File: src/rtl/uart_pkg.sv
// Shared definitions for the UART frame loader: parser states, sync marker
// default and checksum/length widths.
package uart_pkg;

    typedef enum logic [2:0] {
        S_IDLE,
        S_ADDR_HI,
        S_ADDR_LO,
        S_LEN,
        S_DATA,
        S_WRITE,
        S_CSUM
    } state_e;

    localparam logic [7:0] SYNC_BYTE_DEFAULT = 8'hA5;
    localparam int         CSUM_W            = 8;
    localparam int         REM_W             = 9;

    // A length byte of zero encodes a full 256-byte payload.
    function automatic logic [REM_W-1:0] frame_len(input logic [7:0] len);
        return (len == 8'h00) ? 9'd256 : {1'b0, len};
    endfunction

endpackage

File: src/rtl/uart_frame_timer.sv
// Inter-byte timeout counter: counts enabled cycles since the last clear and
// flags when it reaches TIMEOUT_CLKS-1.
module uart_frame_timer #(
    parameter int TIMEOUT_CLKS = 2_400_000
) (
    input  logic clk,
    input  logic rst_n,
    input  logic clear_i,
    input  logic enable_i,
    output logic expired_o
);

    localparam int              CNT_W = $clog2(TIMEOUT_CLKS);
    localparam logic [CNT_W-1:0] LAST = CNT_W'(TIMEOUT_CLKS - 1);

    logic [CNT_W-1:0] cnt_q;
    logic [CNT_W-1:0] cnt_d;

    // Saturates at LAST so a stalled consumer of expired_o never sees a wrap.
    always_comb begin
        cnt_d = cnt_q;
        if (clear_i) begin
            cnt_d = '0;
        end else if (enable_i && (cnt_q != LAST)) begin
            cnt_d = cnt_q + CNT_W'(1);
        end
    end

    always_ff @(posedge clk or negedge rst_n) begin
        if (!rst_n) begin
            cnt_q <= '0;
        end else begin
            cnt_q <= cnt_d;
        end
    end

    assign expired_o = (cnt_q == LAST);

endmodule

File: src/rtl/uart_frame_loader.sv
// Serial boot loader: parses SYNC/ADDR/LEN/payload/CSUM frames from the UART
// byte stream and writes each payload byte to a byte-wide memory port.
module uart_frame_loader
    import uart_pkg::*;
#(
    parameter int         ADDR_W       = 16,
    parameter logic [7:0] SYNC_BYTE    = SYNC_BYTE_DEFAULT,
    parameter int         TIMEOUT_CLKS = 2_400_000
) (
    input  logic              clk,
    input  logic              rst_n,
    input  logic [7:0]        in_data,
    input  logic              in_valid,
    output logic              in_ready,
    output logic              mem_we,
    output logic [ADDR_W-1:0] mem_addr,
    output logic [7:0]        mem_wdata,
    input  logic              mem_ready,
    output logic              busy,
    output logic              frame_ok,
    output logic              frame_bad_csum,
    output logic              frame_timeout
);

    // Handshakes: a byte moves when in_valid && in_ready; a memory write
    // completes when mem_we && mem_ready. in_ready depends on state only.
    state_e              state_q;
    logic [ADDR_W-1:0]   addr_q;
    logic [7:0]          wdata_q;
    logic [CSUM_W-1:0]   sum_q;
    logic [CSUM_W-1:0]   sum_d;
    logic [REM_W-1:0]    rem_q;
    logic [REM_W-1:0]    rem_d;
    logic                ok_q;
    logic                bad_q;
    logic                to_q;

    logic                accept;
    logic                tmr_clear;
    logic                tmr_expired;

    assign in_ready  = (state_q != S_WRITE);
    assign accept    = in_valid && in_ready;
    assign sum_d     = sum_q + in_data;
    assign rem_d     = rem_q - REM_W'(1);
    // Memory stalls and idle time never count toward the timeout.
    assign tmr_clear = accept || (state_q == S_IDLE) || (state_q == S_WRITE);

    uart_frame_timer #(
        .TIMEOUT_CLKS(TIMEOUT_CLKS)
    ) u_timer (
        .clk      (clk),
        .rst_n    (rst_n),
        .clear_i  (tmr_clear),
        .enable_i (!tmr_clear),
        .expired_o(tmr_expired)
    );

    always_ff @(posedge clk or negedge rst_n) begin
        if (!rst_n) begin
            state_q <= S_IDLE;
            addr_q  <= '0;
            wdata_q <= '0;
            sum_q   <= '0;
            rem_q   <= '0;
            ok_q    <= 1'b0;
            bad_q   <= 1'b0;
            to_q    <= 1'b0;
        end else begin
            ok_q  <= 1'b0;
            bad_q <= 1'b0;
            to_q  <= 1'b0;
            case (state_q)
                S_IDLE: begin
                    if (accept && (in_data == SYNC_BYTE)) begin
                        state_q <= S_ADDR_HI;
                        sum_q   <= '0;
                    end
                end
                S_WRITE: begin
                    if (mem_ready) begin
                        addr_q  <= addr_q + ADDR_W'(1);
                        rem_q   <= rem_d;
                        state_q <= (rem_d == '0) ? S_CSUM : S_DATA;
                    end
                end
                default: begin
                    // An accepted byte always wins over a simultaneous expiry.
                    if (accept) begin
                        sum_q <= sum_d;
                        case (state_q)
                            S_ADDR_HI: begin
                                addr_q  <= ADDR_W'({in_data, 8'h00});
                                state_q <= S_ADDR_LO;
                            end
                            S_ADDR_LO: begin
                                addr_q[7:0] <= in_data;
                                state_q     <= S_LEN;
                            end
                            S_LEN: begin
                                rem_q   <= frame_len(in_data);
                                state_q <= S_DATA;
                            end
                            S_DATA: begin
                                wdata_q <= in_data;
                                state_q <= S_WRITE;
                            end
                            S_CSUM: begin
                                ok_q    <= (sum_d == '0);
                                bad_q   <= (sum_d != '0);
                                state_q <= S_IDLE;
                            end
                            default: state_q <= S_IDLE;
                        endcase
                    end else if (tmr_expired) begin
                        to_q    <= 1'b1;
                        state_q <= S_IDLE;
                        sum_q   <= '0;
                    end
                end
            endcase
        end
    end

    assign mem_we         = (state_q == S_WRITE);
    assign mem_addr       = addr_q;
    assign mem_wdata      = wdata_q;
    assign busy           = (state_q != S_IDLE);
    assign frame_ok       = ok_q;
    assign frame_bad_csum = bad_q;
    assign frame_timeout  = to_q;

endmodule
File: config.mk
export PLATFORM = sky130hd
export DESIGN_NAME = uart_frame_loader
export DESIGN_NICKNAME = d
export VERILOG_FILES = /design/src/rtl/uart_pkg.sv /design/src/rtl/uart_frame_timer.sv /design/src/rtl/uart_frame_loader.sv
export SDC_FILE = /design/constraint.sdc
export NUM_CORES = 1
export LEC_CHECK = 0
export BUFFER_PORTS_ARGS = -buffer_cell sky130_fd_sc_hd__buf_2
export CAP_MARGIN = 10
export CORE_UTILIZATION = 54
export CTS_BUF_LIST = sky130_fd_sc_hd__clkbuf_4 sky130_fd_sc_hd__clkbuf_8 sky130_fd_sc_hd__clkbuf_16
export CTS_CLUSTER_SIZE = 25
export DETAILED_ROUTE_END_ITERATION = 8
export PLACE_DENSITY = 0.77
export RECOVER_POWER = 100
export REMOVE_ABC_BUFFERS = 1
export SYNTH_ARGS = -nofsm -noshare
export SYNTH_HDL_FRONTEND = slang
export SYNTH_HIERARCHICAL = 1
export SYNTH_SLANG_ARGS = --single-unit
File: constraint.sdc
create_clock -name clk -period 2.26 [get_ports clk]
set_input_delay 0.113 -clock clk [delete_from_list [all_inputs] [get_ports clk]]
set_output_delay 0.113 -clock clk [all_outputs]
set_load 0.02 [all_outputs]
# Word-level counts from Yosys, hierarchy flattened
# Cells that the tools add are included.
# op_classes
n_mux	32
div_mod_pow	0
reduce_logical	26
addsub	4
n_eq_ne	12
n_shift	0
n_mul	0
order_cmp	0
bitwise	3
# ops
operator	n
two-way mux 22 bit	2
two-way mux 9 bit	4
two-way mux 16 bit	2
two-way mux 8 bit	4
case mux 16 bit (2 select lines)	1
case mux 8 bit (2 select lines)	2
adder 22 x 1 -> 22 bit, second input constant	1
== test 22 bit, second input constant	1
inequality test 22 bit, second input constant	1
case mux 9 bit (2 select lines)	1
adder 16 x 1 -> 16 bit, second input constant	1
logical NOT 8 bit	2
two-way mux 3 bit	4
case mux 3 bit (4 select lines)	1
AND reduction 4 bit	3
== test 3 bit, second input constant	3
logical NOT 9 bit	1
two-way mux 1 bit	9
AND reduction 3 bit	3
nonzero test 3 bit	3
subtractor 9 x 1 -> 9 bit, second input constant	1
adder 8 bit	1
== test 8 bit, second input constant	1
nonzero test 2 bit	4
other kinds (14)	21
# word_totals
ff_bits	69
memories	0
latch_bits	0
word_cells	87
ram_bits	0
romBits	0

# Depth between registers and ports, before layout
# Gate-level depths: netlist (run 1).
# depth
depth_word	8
ltp_mapped	12

# By module
# Netlist (run 1), hierarchy kept.
# modules_own_cells
module	area_each_um2	instances	cells_each	seq_area_each_um2
uart_frame_loader	2881.5	1	319	1176.1
uart_frame_timer	1212.4	1	125	550.5

# Least setup slack after synthesis (run 1)
# OpenSTA, ideal clock, no wires.
# synth_timing
path_kind	register -> register
startpoint	register state_q[0]
endpoint	register u_timer.cnt_q[18]
path_stages_with_launch	13
arrival_time_ps	2365
t_required_ps	2182
path_slack_ps	-183
synth_period_minus_slack_ps	2443
path_buffers	3
cell_sequence	dfrtp_1 > buf_2 > nor2b_1 > nand2_1 > inv_1 > buf_2 > nor3_1 > buf_4 > inv_1 > nor3_4 > nand3_1 > or3_1 > a21oi_1
# synth_via
elab_chain_len	7
elab_cells_between_ends	10
cone_classes	eq/ne: 2; mux: 1; reduce/logical: 7
# synth_rtl
item	line_no	rtl
from (decl)	uart_frame_loader.sv:27	state_e state_q;
from (signal assigned)	uart_frame_loader.sv:84	state_q <= (rem_d == '0) ? S_CSUM : S_DATA;
inequality test 3 bit	uart_frame_loader.sv:42	assign in_ready = (state_q != S_WRITE);
logical AND 1 bit	uart_frame_loader.sv:43	assign accept = in_valid && in_ready;
logical OR 1 bit	uart_frame_loader.sv:47	assign tmr_clear = accept || (state_q == S_IDLE) || (state_q == S_WRITE);
logical OR 1 bit (*)	uart_frame_loader.sv:47	
logical NOT 1 bit	uart_frame_loader.sv:55	.enable_i (!tmr_clear),
logical AND 1 bit	uart_frame_timer.sv:24	end else if (enable_i && (cnt_q != LAST)) begin
nonzero test 2 bit (no source line)	n/a	
to (signal assigned)	uart_frame_timer.sv:33	cnt_q <= cnt_d;
to (decl)	uart_frame_timer.sv:16	logic [CNT_W-1:0] cnt_q;
# Every way passes the cells marked *; elsewhere a longest branch is shown, timed or not.
# A chain may end at the register's enable or synchronous reset.

# Worst setup path in the final report (run 1)
# layout_timing
startpoint	register u_timer.cnt_q[0]
endpoint	register state_q[1]
# layout_via
elab_chain_len	3
# layout_rtl
item	line_no	rtl
== test 22 bit	uart_frame_timer.sv:37	assign expired_o = (cnt_q == LAST);
net tmr_expired	uart_frame_loader.sv:40	logic tmr_expired;
nonzero test 4 bit (no source line)	n/a	
AND reduction 3 bit (no source line)	n/a	
# The timed path passes the listed nets, and every way through them passes these cells.

==> results of run 1 <==
==> state kept, by name, indices dropped and copies added (netlist names) <==
name,flops
frame_bad_csum,1
frame_ok,1
frame_timeout,1
mem_addr,16
mem_wdata,8
rem_q,9
state_q,3
sum_q,8
u_timer/cnt_q,22
==> metrics by stage <==
| step | setup TNS, ps | util, % | hold WS, ps |
|---|---|---|---|
| global placement | 0 | 61.15 | 165.5 |
| global route | -19.58 | 63.90 | 87.44 |
| detailed placement | 0 | 61.15 | 166.3 |
| CTS | 0 | 64.36 | 82.14 |
| floorplan | -33840 | - | -182.6 |
| finish | 0 | 63.90 | 110.1 |
==> layer usage <==
layer	track usage (%)	vias to the layer above	part of all wire, %
met4	9.668	0	1.8
met5	0	-	0
met2	41.75	88	47
met3	4.801	16	4.2
met1	35.10	1776	47
li1	-	1735	-
==> worst register-to-register path: stages, from the launching register on <==
cell and delay, ps:
sky130_fd_sc_hd__dfrtp_1 400, sky130_fd_sc_hd__ha_1 210, sky130_fd_sc_hd__nand2_1 130, sky130_fd_sc_hd__or2_4 310
sky130_fd_sc_hd__nor2_2 150, sky130_fd_sc_hd__nor2_1 90, sky130_fd_sc_hd__a32oi_1 220, sky130_fd_sc_hd__nand3_2 170
sky130_fd_sc_hd__a31o_1 210, sky130_fd_sc_hd__o211ai_1 160
==> cells in the final DEF (no fill, tap or decap), types with 3 or more instances in the layout <==
| master | Yosys | layout |
|---|---|---|
| sky130_fd_sc_hd__nand2_1 | 32 | 32 |
| sky130_fd_sc_hd__or3_1 | 7 | 7 |
| sky130_fd_sc_hd__nor2_2 | 3 | 4 |
| sky130_fd_sc_hd__buf_4 | 1 | 10 |
| sky130_fd_sc_hd__xnor2_1 | 6 | 6 |
| sky130_fd_sc_hd__o22a_1 | 3 | 3 |
| sky130_fd_sc_hd__a31oi_1 | 5 | 5 |
| sky130_fd_sc_hd__buf_2 | 8 | 14 |
| sky130_fd_sc_hd__and3_1 | 3 | 3 |
| sky130_fd_sc_hd__clkbuf_2 | 0 | 3 |
| sky130_fd_sc_hd__ha_1 | 11 | 11 |
| sky130_fd_sc_hd__o22ai_1 | 7 | 7 |
| sky130_fd_sc_hd__nor2b_1 | 4 | 4 |
| sky130_fd_sc_hd__a32oi_1 | 4 | 4 |
| sky130_fd_sc_hd__nor2_1 | 45 | 44 |
| sky130_fd_sc_hd__mux2_2 | 10 | 10 |
| sky130_fd_sc_hd__a22o_1 | 6 | 6 |
| sky130_fd_sc_hd__o21ai_0 | 36 | 35 |
| sky130_fd_sc_hd__nand3_1 | 22 | 22 |
| sky130_fd_sc_hd__a21oi_1 | 30 | 30 |
| sky130_fd_sc_hd__nand4_1 | 11 | 11 |
| sky130_fd_sc_hd__nand2b_1 | 4 | 4 |
| sky130_fd_sc_hd__inv_1 | 20 | 20 |
| sky130_fd_sc_hd__mux2i_1 | 3 | 3 |
| sky130_fd_sc_hd__dfrtp_1 | 69 | 69 |
| sky130_fd_sc_hd__a211oi_1 | 4 | 3 |
| sky130_fd_sc_hd__clkbuf_8 | 0 | 9 |
| sky130_fd_sc_hd__clkbuf_1 | 7 | 28 |
| sky130_fd_sc_hd__a22oi_1 | 3 | 3 |
| sky130_fd_sc_hd__nor4_1 | 5 | 4 |
| sky130_fd_sc_hd__xor2_1 | 15 | 15 |
| sky130_fd_sc_hd__o31ai_1 | 5 | 5 |
| sky130_fd_sc_hd__clkinvlp_4 | 0 | 3 |
| sky130_fd_sc_hd__nor3_1 | 11 | 11 |
| sky130_fd_sc_hd__a2bb2oi_1 | 4 | 4 |
==> final cells by class <==
| cell class | count | area share, % |
|---|---|---|
| clock buffers | 9 | 2.658 |
| repair buffers | 56 | 5.908 |
| multi-input cells | 339 | 47.96 |
| inverters | 20 | 1.611 |
| clock inverters | 7 | 2.148 |
| flip-flops and latches | 69 | 37.06 |
| well taps | 99 | 2.658 |
==> cell families after synthesis <==
group           Yosys count  share of synthesized area, %
xor+xnor                 21                         4.493
simple gates            170                         22.68
flops                    69                         42.18
fa+ha+maj                13                         4.095
mux                      13                         3.484
buf+inv                  36                         3.637
compound gates          122                         19.44
==> worst min path at each step <==
stage	startpoint	slack, ps	endpoint
finish	in_data[6]	110	mem_wdata[6]$_DFFE_PN0P_
global route	in_data[6]	90	mem_wdata[6]$_DFFE_PN0P_
CTS	in_data[6]	80	mem_wdata[6]$_DFFE_PN0P_
detailed placement	rst_n	170	mem_addr[12]$_DFFE_PN0P_
global placement	rst_n	170	mem_addr[12]$_DFFE_PN0P_
floorplan	rst_n	-180	frame_bad_csum$_DFF_PN0_
==> power by group <==
part	total (mW)	internal (mW)	switching [mW]
combinational	2.51	0.939	1.57
clock	1.12	0.624	0.492
sequential	1.98	1.62	0.366
==> what timing repair did <==
| item | in CTS | in global routing |
|---|---|---|
| resized for setup | 0 | 5 |
| hold buffers | 1 | 0 |
| endpoints found under the setup margin | 0 | 5 |
| endpoints found under the hold margin | 69 | 0 |
==> metrics, run 1 <==
CP Depth 9; Antenna Cells 0; Overall Global Routing Usage 25.90%; worst setup path endpoint state_q[1]$_DFFE_PN0P_; Power Density 1204 mW/mm^2; routed length per placed instance 16.23 um; post-synthesis sequential element count 69; Final Wtd Congestion 0.8012; netlist area before placement 0.004094 mm^2; drt total wl 9721 um; Die Y 89.07 um; EDFF count, synth 0; failing checks max-capacitance violations, max-slew violations; synth cell count leaders sky130_fd_sc_hd__dfrtp_1, sky130_fd_sc_hd__nor2_1, sky130_fd_sc_hd__o21ai_0, sky130_fd_sc_hd__nand2_1, sky130_fd_sc_hd__a21oi_1; count of filler cells inserted in the layout 631; sum of internal, switching and leakage power 5.608 mW; worst-case register-to-register setup slack 130 ps; leakage power total 1.916 nW; number of port buffers 41; clock period minus worst slack 2132 ps; total setup violations reported at the end of the flow 0; DRT antenna net count 0; count of buffers added by post-CTS timing repair for setup 0; DIE AREA 0.007933 mm^2; core region area 0.007292 mm^2; vias in the first global route 3393; headroom to the max-slew limit -15.41%; async set-reset flop share out of synthesis 100.0%; Boundary Pins 42; critical path data arrival time 2380 ps; Clock Tree Buf Depth 2; required time at the endpoint of the critical path 2510 ps; setup slack after layout 127.6 ps; cell area after placement 0.004459 mm^2; top cell type's share of synthesized area 42.18%; worst path buffer plus inverter count 0; initial standard-cell utilization of the core 56.14%; largest area contributor in the netlist sky130_fd_sc_hd__dfrtp_1; Crit path largest cell delay 400 ps; Final Hold Vio Count 0; cell count after synthesis 444; residual DRC count 0; biggest fanout along the worst timing path 4; TritonCTS clock tree built; pin slew with the least headroom to its limit 1731 ps; kind of path behind the tightest hold check primary input to flip-flop; number of warnings reported in the yosys synthesis log 6; area taken by multi-input logic gates 0.002235 mm^2; proportion of synthesized chip area in sequential cells 42.18%; source-to-sink clock delay at the later pin of the worst-skew pair 340 ps; share of post-route cells with drive strength above 1 15.40%; master of the slowest instance on the critical path sky130_fd_sc_hd__dfrtp_1; part of the cycle the worst path needs 94.35%; f_max 0.4690 GHz; standard-cell rows 31; library cells used by synthesis 64; cell-by-cell listing of the critical path ha_1, nand2_1, or2_4, nor2_2, nor2_1, a32oi_1, nand3_2, a31o_1, o211ai_1; max_cap viols 1; register clock-pin slew on the reported worst setup and hold paths 80 ps; number of instances on the worst hold path 2; outcome finished, violations left; critical path endpoint category flip-flop; violation count after the first detailed-routing iteration 237; number of max-slew violations in the final report 70; Reg-to-Reg Start u_timer/cnt_q[0]$_DFFE_PN0P_; number of antenna violations at the first check in global routing 0; CTS Root Cell sky130_fd_sc_hd__clkbuf_8; Die Width 89.07 um; final instance area 0.004659 mm^2; cell total after placement 581; vias per inst 6.035; Overflow after GRT 0; Num CTS Buffers 9; Net count, final 519; largest net degree at the start of global routing 70; wire length of the first global-routing pass 15790 um; critical path startpoint category flip-flop; capturing point of the worst reg2reg path state_q[1]$_DFFE_PN0P_; dpl ws 77.28 ps; detailed placement HPWL 6654 um; largest vdd supply drop 0.0007383 V; most numerous cell in the Yosys netlist sky130_fd_sc_hd__dfrtp_1; length in cells of the worst reg-to-reg path 9; RSZ-0062 raised after global routing true; Worst path top cell family by delay simple AND/OR/NAND/NOR gates; top cells by area in the synthesized netlist sky130_fd_sc_hd__dfrtp_1, sky130_fd_sc_hd__o21ai_0, sky130_fd_sc_hd__nor2_1; commonest register cell after synthesis sky130_fd_sc_hd__dfrtp_1; sequential cell area in the final layout 0.001727 mm^2; Setup CP Type flip-flop to flip-flop; routed vias 3615; Setup crit start u_timer/cnt_q[0]$_DFFE_PN0P_; final cell count without fillers 599; Layout Skew 10.11 ps; first drt pass iteration count 5; number of clock sinks seen by CTS 69; Layout area overhead 13.81%; CTS H-tree lvls 3; mean post-synth cell area 9.221 um^2
No activity file was read; power rests on OpenSTA's default activity.
==> run 2, diff against run 1 <==
--- a/config.mk
+++ b/config.mk
@@ -5,13 +5,14 @@
 export SDC_FILE = /design/constraint.sdc
 export NUM_CORES = 1
 export LEC_CHECK = 0
+export ABC_AREA = 1
 export BUFFER_PORTS_ARGS = -buffer_cell sky130_fd_sc_hd__buf_2
 export CAP_MARGIN = 10
-export CORE_UTILIZATION = 54
+export CORE_UTILIZATION = 55
 export CTS_BUF_LIST = sky130_fd_sc_hd__clkbuf_4 sky130_fd_sc_hd__clkbuf_8 sky130_fd_sc_hd__clkbuf_16
 export CTS_CLUSTER_SIZE = 25
 export DETAILED_ROUTE_END_ITERATION = 8
-export PLACE_DENSITY = 0.77
+export PLACE_DENSITY = 0.78
 export RECOVER_POWER = 100
 export REMOVE_ABC_BUFFERS = 1
 export SYNTH_ARGS = -nofsm -noshare
==> metrics, run 2 <==
RSZ-0062 raised after global routing false; violation count after the first detailed-routing iteration 421 (+78%); biggest fanout along the worst timing path 21 (+17); Final Hold Vio Count 0 (unchanged); critical path data arrival time 2380 ps (about the same); number of port buffers 41 (unchanged); library cells used by synthesis 46 (-28%); vias in the first global route 4418 (+30%); Post-Synth Simple-Gate Area 38.07% (+15 points); CTS H-tree lvls 3 (unchanged); most numerous cell in the Yosys netlist sky130_fd_sc_hd__nand2_1; commonest register cell after synthesis sky130_fd_sc_hd__dfrtp_1; HP Start in_valid; largest net degree at the start of global routing 33 (-53%); kind of path behind the tightest hold check primary input to flip-flop; max_cap viols 0 (-1); count of filler cells inserted in the layout 771 (+22%); commonest cells after routing, fill and taps aside sky130_fd_sc_hd__nand2_1, sky130_fd_sc_hd__nor2_1, sky130_fd_sc_hd__inv_1, sky130_fd_sc_hd__dfrtp_1, sky130_fd_sc_hd__nand3_1; critical path endpoint category flip-flop; f_max 0.4751 GHz (+1.3%); netlist area before placement 0.004671 mm^2 (+14%); Setup CP Type flip-flop to flip-flop; headroom to the max-slew limit 33.52% (+49 points); top cells by area in the synthesized netlist sky130_fd_sc_hd__dfrtp_1, sky130_fd_sc_hd__nand2_1, sky130_fd_sc_hd__nor2_1; largest area contributor in the netlist sky130_fd_sc_hd__dfrtp_1; synth cell count leaders sky130_fd_sc_hd__nand2_1, sky130_fd_sc_hd__nor2_1, sky130_fd_sc_hd__inv_1, sky130_fd_sc_hd__dfrtp_1, sky130_fd_sc_hd__nand3_1; Overall Global Routing Usage 30.12% (+4.2 points); Power Density 1111 mW/mm^2 (-7.7%); hold endpoint sum_q[4]$_DFFE_PN0P_; drt total wl 12310 um (+27%); vias per inst 5.581 (-7.5%); routed vias 4727 (+31%); cell count after synthesis 687 (+55%); most flop-heavy register u_timer/cnt_q; post-synthesis sequential element count 69 (unchanged); critical path startpoint category flip-flop; wire length of the first global-routing pass 20720 um (+31%); clock period minus worst slack 2105 ps (-27.67 ps); number of clock sinks seen by CTS 69 (unchanged); most common cell after layout, fill and taps aside sky130_fd_sc_hd__nand2_1; Layout Skew 8.260 ps (-1.851 ps); xor and xnor fraction of the mapped netlist area 2.063% (-2.4 points); compound-gate portion of the synthesized area 10.13% (-9.3 points); number of max-slew violations in the final report 0 (-100%); mean post-synth cell area 6.799 um^2 (-26%); length in cells of the worst reg-to-reg path 10 (+1); core region area 0.008217 mm^2 (+13%); DRT antenna net count 0 (unchanged); count of buffers added by post-CTS timing repair for setup 0 (unchanged); number of flip-flops in the largest register 22 (unchanged); standard-cell rows 33 (+6.5%); pin slew with the least headroom to its limit 997.2 ps (-734.0 ps); number of antenna violations at the first check in global routing 0 (unchanged); capturing point of the worst reg2reg path mem_addr[1]$_DFFE_PN0P_; routed length per placed instance 14.53 um (-10%); number of instances on the worst hold path 3 (+1); Clock Tree Buf Depth 2 (unchanged); outcome finished, final reports clean; DIE AREA 0.008865 mm^2 (+12%); share of synthesized area spent on multiplexers 0.4822% (-3.0 points); Final Wtd Congestion 0.9081 (+13%); worst-case register-to-register setup slack 160 ps (+30 ps); leakage power total 2.557 nW (+33%); EDFF count, synth 0 (unchanged); Num CTS Buffers 9 (unchanged); sum of internal, switching and leakage power 5.733 mW (+2.2%); TritonCTS clock tree built; Overflow after GRT 0 (unchanged); residual DRC count 0 (unchanged); Layout area overhead 10.50%; CTS Root Cell sky130_fd_sc_hd__clkbuf_8; share of post-route cells with drive strength above 1 8.221% (-7.2 points); Boundary Pins 42 (unchanged); register clock-pin slew on the reported worst setup and hold paths 80 ps (about the same); Net count, final 761 (+47%); total setup violations reported at the end of the flow 0 (unchanged); main combinational cell family by area after synthesis simple AND/OR/NAND/NOR gates; initial standard-cell utilization of the core 56.84% (+0.70 points); Die Y 94.16 um (+5.7%); top cell type's share of synthesized area 36.97% (-5.2 points); required time at the endpoint of the critical path 2540 ps (+30 ps); Antenna Cells 0 (unchanged); detailed placement HPWL 9052 um (+36%); source-to-sink clock delay at the later pin of the worst-skew pair 350 ps (about the same); Die Width 94.16 um (+5.7%); proportion of synthesized chip area in sequential cells 36.97% (-5.2 points); async set-reset flop share out of synthesis 100.0% (unchanged); largest vdd supply drop 0.0005704 V (-23%); final instance area 0.005161 mm^2 (+11%); Reg-to-Reg Start state_q[1]$_DFFE_PN0P_; adder-cell share of the synthesized area 3.375% (-0.72 points); number of warnings reported in the yosys synthesis log 6 (unchanged); part of the cycle the worst path needs 93.13% (-1.2 points); cell area after placement 0.004994 mm^2 (+12%); first drt pass iteration count 5 (unchanged)
-- run 2: changes by cell type after synthesis, sizes merged, moves of 8 or more --
cell | before | now
nand2 | 32 | 225
inv | 20 | 88
nor2 | 48 | 92
nand3 | 24 | 55
nand4 | 13 | 23
mux2 | 10 | 2
nor3 | 12 | 4
-- run 2: area by class of cell --
class                   instances  area (um^2)  share of cell area, %
clock buffers                  10        131.4                  2.545
clock inverters                 6        87.58                  1.697
inverters                      90        340.3                  6.594
multi-input cells             517         2519                  48.80
flip-flops and latches         69         1729                  33.50
well taps                     105        131.4                  2.545
repair buffers                 50        222.7                  4.315
-- run 2: routing by layer --
layer | global-route usage (%) | up-vias | routed length [um]
li1 | - | 2302 | -
met1 | 39.68 | 2223 | 5353
met2 | 49.52 | 167 | 5775
met3 | 4.369 | 35 | 915
met4 | 11.79 | 0 | 261
met5 | 0 | - | 0
-- run 2: metrics by stage --
step,std cells,hold WS (ps),setup slack (ps),util (%),setup TNS (ps)
after floorplan,676,-182.6,-38.58,-,-606.1
after detailed placement,830,71.40,107.6,60.77,0
after CTS,847,69.11,55.36,63.56,0
final,847,92.40,155.3,62.81,0
after global placement,830,67.79,34.90,60.77,0
after global routing,847,103.9,16.89,62.81,0
-- run 2: worst max path at each step --
stage                            startpoint                       endpoint  slack [ps]  cells past startpoint
3_3_place_gp   u_timer/cnt_q[0]$_DFFE_PN0P_         state_q[1]$_DFFE_PN0P_          30                     13
3_5_place_dp   u_timer/cnt_q[0]$_DFFE_PN0P_         state_q[1]$_DFFE_PN0P_         110                     13
5_1_grt              state_q[1]$_DFFE_PN0P_       mem_addr[12]$_DFFE_PN0P_          20                     10
6_report             state_q[1]$_DFFE_PN0P_        mem_addr[1]$_DFFE_PN0P_         160                     10
2_1_floorplan        state_q[2]$_DFFE_PN0P_  u_timer/cnt_q[15]$_DFFE_PN0P_         -40                     12
4_1_cts        u_timer/cnt_q[0]$_DFFE_PN0P_         state_q[1]$_DFFE_PN0P_          60                     13
-- run 2: power by group --
part / internal (mW) / total (mW) / switching (mW) / leakage, nW
clock: 0.632 / 1.14 / 0.506 / 0.102
sequential: 1.61 / 1.98 / 0.372 / 0.889
combinational: 0.802 / 2.61 / 1.81 / 1.57
total: 3.04 / 5.73 / 2.69 / 2.56
-- run 2: repair_timing --
item / CTS / global route
endpoints found under the hold margin: 16 / 0
setup endpoints to repair: 0 / 30
gates resized for setup: 0 / 5
hold buffers: 1 / 0
-- run 2: cells by family (layout without fill, tap and decap cells) --
family,after synthesis,in the layout
AND/OR/NAND/NOR,408,408
buffers and inverters,101,156
AO/OA/AOI/OAI,84,84
flip-flops,69,69
adder cells (fa/ha/maj),12,12
XOR/XNOR,11,11
multiplexers,2,2
-- run 2: worst max-delay path, stage by stage (launching register included) --
cell and delay [ps]:
sky130_fd_sc_hd__dfrtp_2 460, sky130_fd_sc_hd__inv_1 80, sky130_fd_sc_hd__nand2_1 100, sky130_fd_sc_hd__nor2_4 110, sky130_fd_sc_hd__buf_4 280, sky130_fd_sc_hd__nand2_1 180
sky130_fd_sc_hd__nand2_4 110, sky130_fd_sc_hd__o21ai_1 160, sky130_fd_sc_hd__inv_1 310, sky130_fd_sc_hd__nor2_1 90, sky130_fd_sc_hd__a31oi_2 140
==> run 3, diff against run 2 <==
--- a/config.mk
+++ b/config.mk
@@ -8,14 +8,13 @@
 export ABC_AREA = 1
 export BUFFER_PORTS_ARGS = -buffer_cell sky130_fd_sc_hd__buf_2
 export CAP_MARGIN = 10
-export CORE_UTILIZATION = 55
+export CORE_UTILIZATION = 54
 export CTS_BUF_LIST = sky130_fd_sc_hd__clkbuf_4 sky130_fd_sc_hd__clkbuf_8 sky130_fd_sc_hd__clkbuf_16
 export CTS_CLUSTER_SIZE = 25
 export DETAILED_ROUTE_END_ITERATION = 8
-export PLACE_DENSITY = 0.78
+export PLACE_DENSITY = 0.77
 export RECOVER_POWER = 100
 export REMOVE_ABC_BUFFERS = 1
 export SYNTH_ARGS = -nofsm -noshare
 export SYNTH_HDL_FRONTEND = slang
-export SYNTH_HIERARCHICAL = 1
 export SYNTH_SLANG_ARGS = --single-unit
==> metrics, run 3 <==
DRT antenna net count 0 (unchanged); source-to-sink clock delay at the later pin of the worst-skew pair 350 ps (about the same); top cells by area in the synthesized netlist sky130_fd_sc_hd__dfrtp_1, sky130_fd_sc_hd__nand2_1, sky130_fd_sc_hd__nor2_1; kind of path behind the tightest hold check primary input to flip-flop; pin slew with the least headroom to its limit 1702 ps (+704.8 ps); Layout Skew 10.17 ps (+1.911 ps); part of the cycle the worst path needs 90.77% (-2.4 points); Overflow after GRT 0 (unchanged); critical path endpoint category output port; top cell type's share of synthesized area 39.42% (+2.4 points); largest area contributor in the netlist sky130_fd_sc_hd__dfrtp_1; outcome finished, violations left; sum of internal, switching and leakage power 5.719 mW (-0.23%); synth cell count leaders sky130_fd_sc_hd__nand2_1, sky130_fd_sc_hd__nor2_1, sky130_fd_sc_hd__inv_1, sky130_fd_sc_hd__dfrtp_1, sky130_fd_sc_hd__nand3_1; final cell count without fillers 776 (-8.4%); cell count after synthesis 622 (-9.5%); Final Wtd Congestion 0.9308 (+2.5%); clock period minus worst slack 2051 ps (-53.26 ps); Num CTS Buffers 9 (unchanged); share of synthesized area spent on multiplexers 0.2571% (-0.23 points); proportion of synthesized chip area in sequential cells 39.42% (+2.4 points); Net count, final 693 (-8.9%); critical path startpoint category flip-flop; setup total negative slack 0 ps (unchanged); number of antenna violations at the first check in global routing 0 (unchanged); most numerous cell in the Yosys netlist sky130_fd_sc_hd__nand2_1; number of port buffers 41 (unchanged); failing checks max-capacitance violations, max-slew violations; Final Hold Vio Count 0 (unchanged); required time at the endpoint of the critical path 2150 ps (-390 ps); library cells used by synthesis 40 (-13%); detailed placement HPWL 7955 um (-12%); count of filler cells inserted in the layout 716 (-7.1%); most flop-heavy register u_timer.cnt_q; TritonCTS clock tree built; xor and xnor fraction of the mapped netlist area 3.399% (+1.3 points); total setup violations reported at the end of the flow 0 (unchanged); dpl ws 321.9 ps (+214.2 ps); largest net degree at the start of global routing 70 (+110%); async set-reset flop share out of synthesis 100.0% (unchanged); standard-cell rows 32 (-3.0%); Overall Global Routing Usage 26.84% (-3.3 points); Post-Synth Simple-Gate Area 33.30% (-4.8 points); number of warnings reported in the yosys synthesis log 0 (-6); main combinational cell family by area after synthesis simple AND/OR/NAND/NOR gates; post-cts resize count 0 (unchanged); Clock Tree Buf Depth 2 (unchanged); Layout area overhead 10.23%; most common cell after layout, fill and taps aside sky130_fd_sc_hd__nand2_1; CTS Root Cell sky130_fd_sc_hd__clkbuf_8; residual DRC count 0 (unchanged); max_cap viols 1 (+1); count of buffers added by post-CTS timing repair for setup 0 (unchanged); RSZ-0062 raised after global routing false; first drt pass iteration count 5 (unchanged); compound-gate portion of the synthesized area 11.31% (+1.2 points); DIE AREA 0.008476 mm^2 (-4.4%); register clock-pin slew on the reported worst setup and hold paths 70 ps (about the same); Setup CP Type flip-flop to output port; critical path data arrival time 1940 ps (-440 ps); violation count after the first detailed-routing iteration 339 (-19%); commonest register cell after synthesis sky130_fd_sc_hd__dfrtp_1; Antenna Cells 0 (unchanged); CTS H-tree lvls 3 (unchanged); routed length per placed instance 13.79 um (-5.1%); cell total after placement 759 (-8.6%); leakage power total 2.341 nW (-8.4%); Die Y 92.07 um (-2.2%); Die Width 92.07 um (-2.2%); Boundary Pins 42 (unchanged); netlist area before placement 0.004380 mm^2 (-6.2%); number of flip-flops in the largest register 22 (unchanged); EDFF count, synth 0 (unchanged); vias in the first global route 3830 (-13%); drt total wl 10700 um (-13%); wire length of the first global-routing pass 17890 um (-14%); share of post-route cells with drive strength above 1 6.825% (-1.4 points); core region area 0.007767 mm^2 (-5.5%); setup slack after layout 208.6 ps (+53.26 ps); Power Density 1185 mW/mm^2 (+6.6%); Hold Slack 108.6 ps (+16.16 ps); initial standard-cell utilization of the core 56.39% (-0.45 points); biggest fanout along the worst timing path 23 (+9.5%); routed vias 4229 (-11%); commonest cells after routing, fill and taps aside sky130_fd_sc_hd__nand2_1, sky130_fd_sc_hd__nor2_1, sky130_fd_sc_hd__inv_1, sky130_fd_sc_hd__dfrtp_1, sky130_fd_sc_hd__nand3_1; adder-cell share of the synthesized area 3.599% (+0.22 points); f_max 0.4875 GHz (+2.6%); vias per inst 5.450 (-2.3%); number of clock sinks seen by CTS 69 (unchanged); mean post-synth cell area 7.043 um^2 (+3.6%); number of max-slew violations in the final report 70 (+70); largest vdd supply drop 0.0007661 V (+34%); headroom to the max-slew limit -13.46% (-47 points); post-synthesis sequential element count 69 (unchanged)
==> run 3: cell types whose count changed in the layout (fill, tap and decap cells not counted), moves of 4 or more <==
cell                       delta
sky130_fd_sc_hd__nand2_1     -53
sky130_fd_sc_hd__a31oi_1     +13
sky130_fd_sc_hd__nor3_1      +13
sky130_fd_sc_hd__nand3_1     -11
sky130_fd_sc_hd__nand4_1     -11
sky130_fd_sc_hd__clkbuf_1     -4
sky130_fd_sc_hd__xor2_1       +4
==> run 3: power breakdown <==
| group | total [mW] | internal (mW) | switching (mW) |
|---|---|---|---|
| logic | 2.68 | 0.853 | 1.82 |
| clock network | 1.01 | 0.535 | 0.480 |
| registers | 2.03 | 1.63 | 0.399 |
| total | 5.72 | 3.02 | 2.70 |
==> run 3: kinds of logic (layout without fill, tap and decap cells) <==
| kind of cell | Yosys count | after routing |
|---|---|---|
| AO/OA/AOI/OAI | 90 | 90 |
| XOR/XNOR | 17 | 17 |
| adder cells (fa/ha/maj) | 12 | 12 |
| buffers and inverters | 95 | 147 |
| flip-flops | 69 | 69 |
| multiplexers | 1 | 1 |
| AND/OR/NAND/NOR | 338 | 338 |
==> run 3: layout make-up <==
cell class                 count  area (um^2)  share of cell area [%]
clock inverter                 6        62.56                   1.296
inverter                      86        324.1                   6.712
multi-input combinational    458         2252                   46.64
clock buffer                  10        137.6                   2.850
timing repair buffer          45        197.7                   4.094
tap                          102        127.6                   2.643
sequential                    69         1727                   35.76
==> run 3: critical path: stages, from the launching register on <==
cell and delay [ps]:
sky130_fd_sc_hd__dfrtp_1 420, sky130_fd_sc_hd__inv_2 120, sky130_fd_sc_hd__nand3_4 230, sky130_fd_sc_hd__clkinv_2 120, sky130_fd_sc_hd__clkbuf_2 420, sky130_fd_sc_hd__clkbuf_2 260
==> run 3: repair_timing <==
action / CTS / global route
hold endpoints to repair: 69 / 0
hold buffers: 1 / 0
endpoints found under the setup margin: 0 / 0
==> run 3: per-layer routing <==
layer  track usage, %  share of wire (%)
met5                0                  0
met4            10.94                2.4
met3            3.814                6.2
met2            40.92                 44
met1            38.37                 47
==> run 3: through the flow <==
| stage | utilization [%] | instance area [um^2] |
|---|---|---|
| after floorplan | - | 4323 |
| after global placement | 60.39 | 4691 |
| after detailed placement | 60.39 | 4691 |
| after CTS | 63.10 | 4901 |
| after global routing | 62.16 | 4828 |
| final | 62.16 | 4828 |
==> run 3: path summary, 6_finish.rpt <==
| kind | start | end | slack [ps] | cells after the start |
|---|---|---|---|---|
| max reg2reg | state_q[2]$_DFFE_PN0P_ | mem_addr[11]$_DFFE_PN0P_ | 250 | 8 |
| min in group asynchronous | rst_n | mem_addr[10]$_DFFE_PN0P_ | 830 | 3 |
| max | state_q[1]$_DFFE_PN0P_ | mem_we | 210 | 5 |
| min reg2reg | mem_wdata[7]$_DFFE_PN0P_ | mem_wdata[7]$_DFFE_PN0P_ | 490 | 2 |
| max in group asynchronous | rst_n | sum_q[3]$_DFFE_PN0P_ | 400 | 3 |
| min | in_data[0] | mem_wdata[0]$_DFFE_PN0P_ | 110 | 3 |
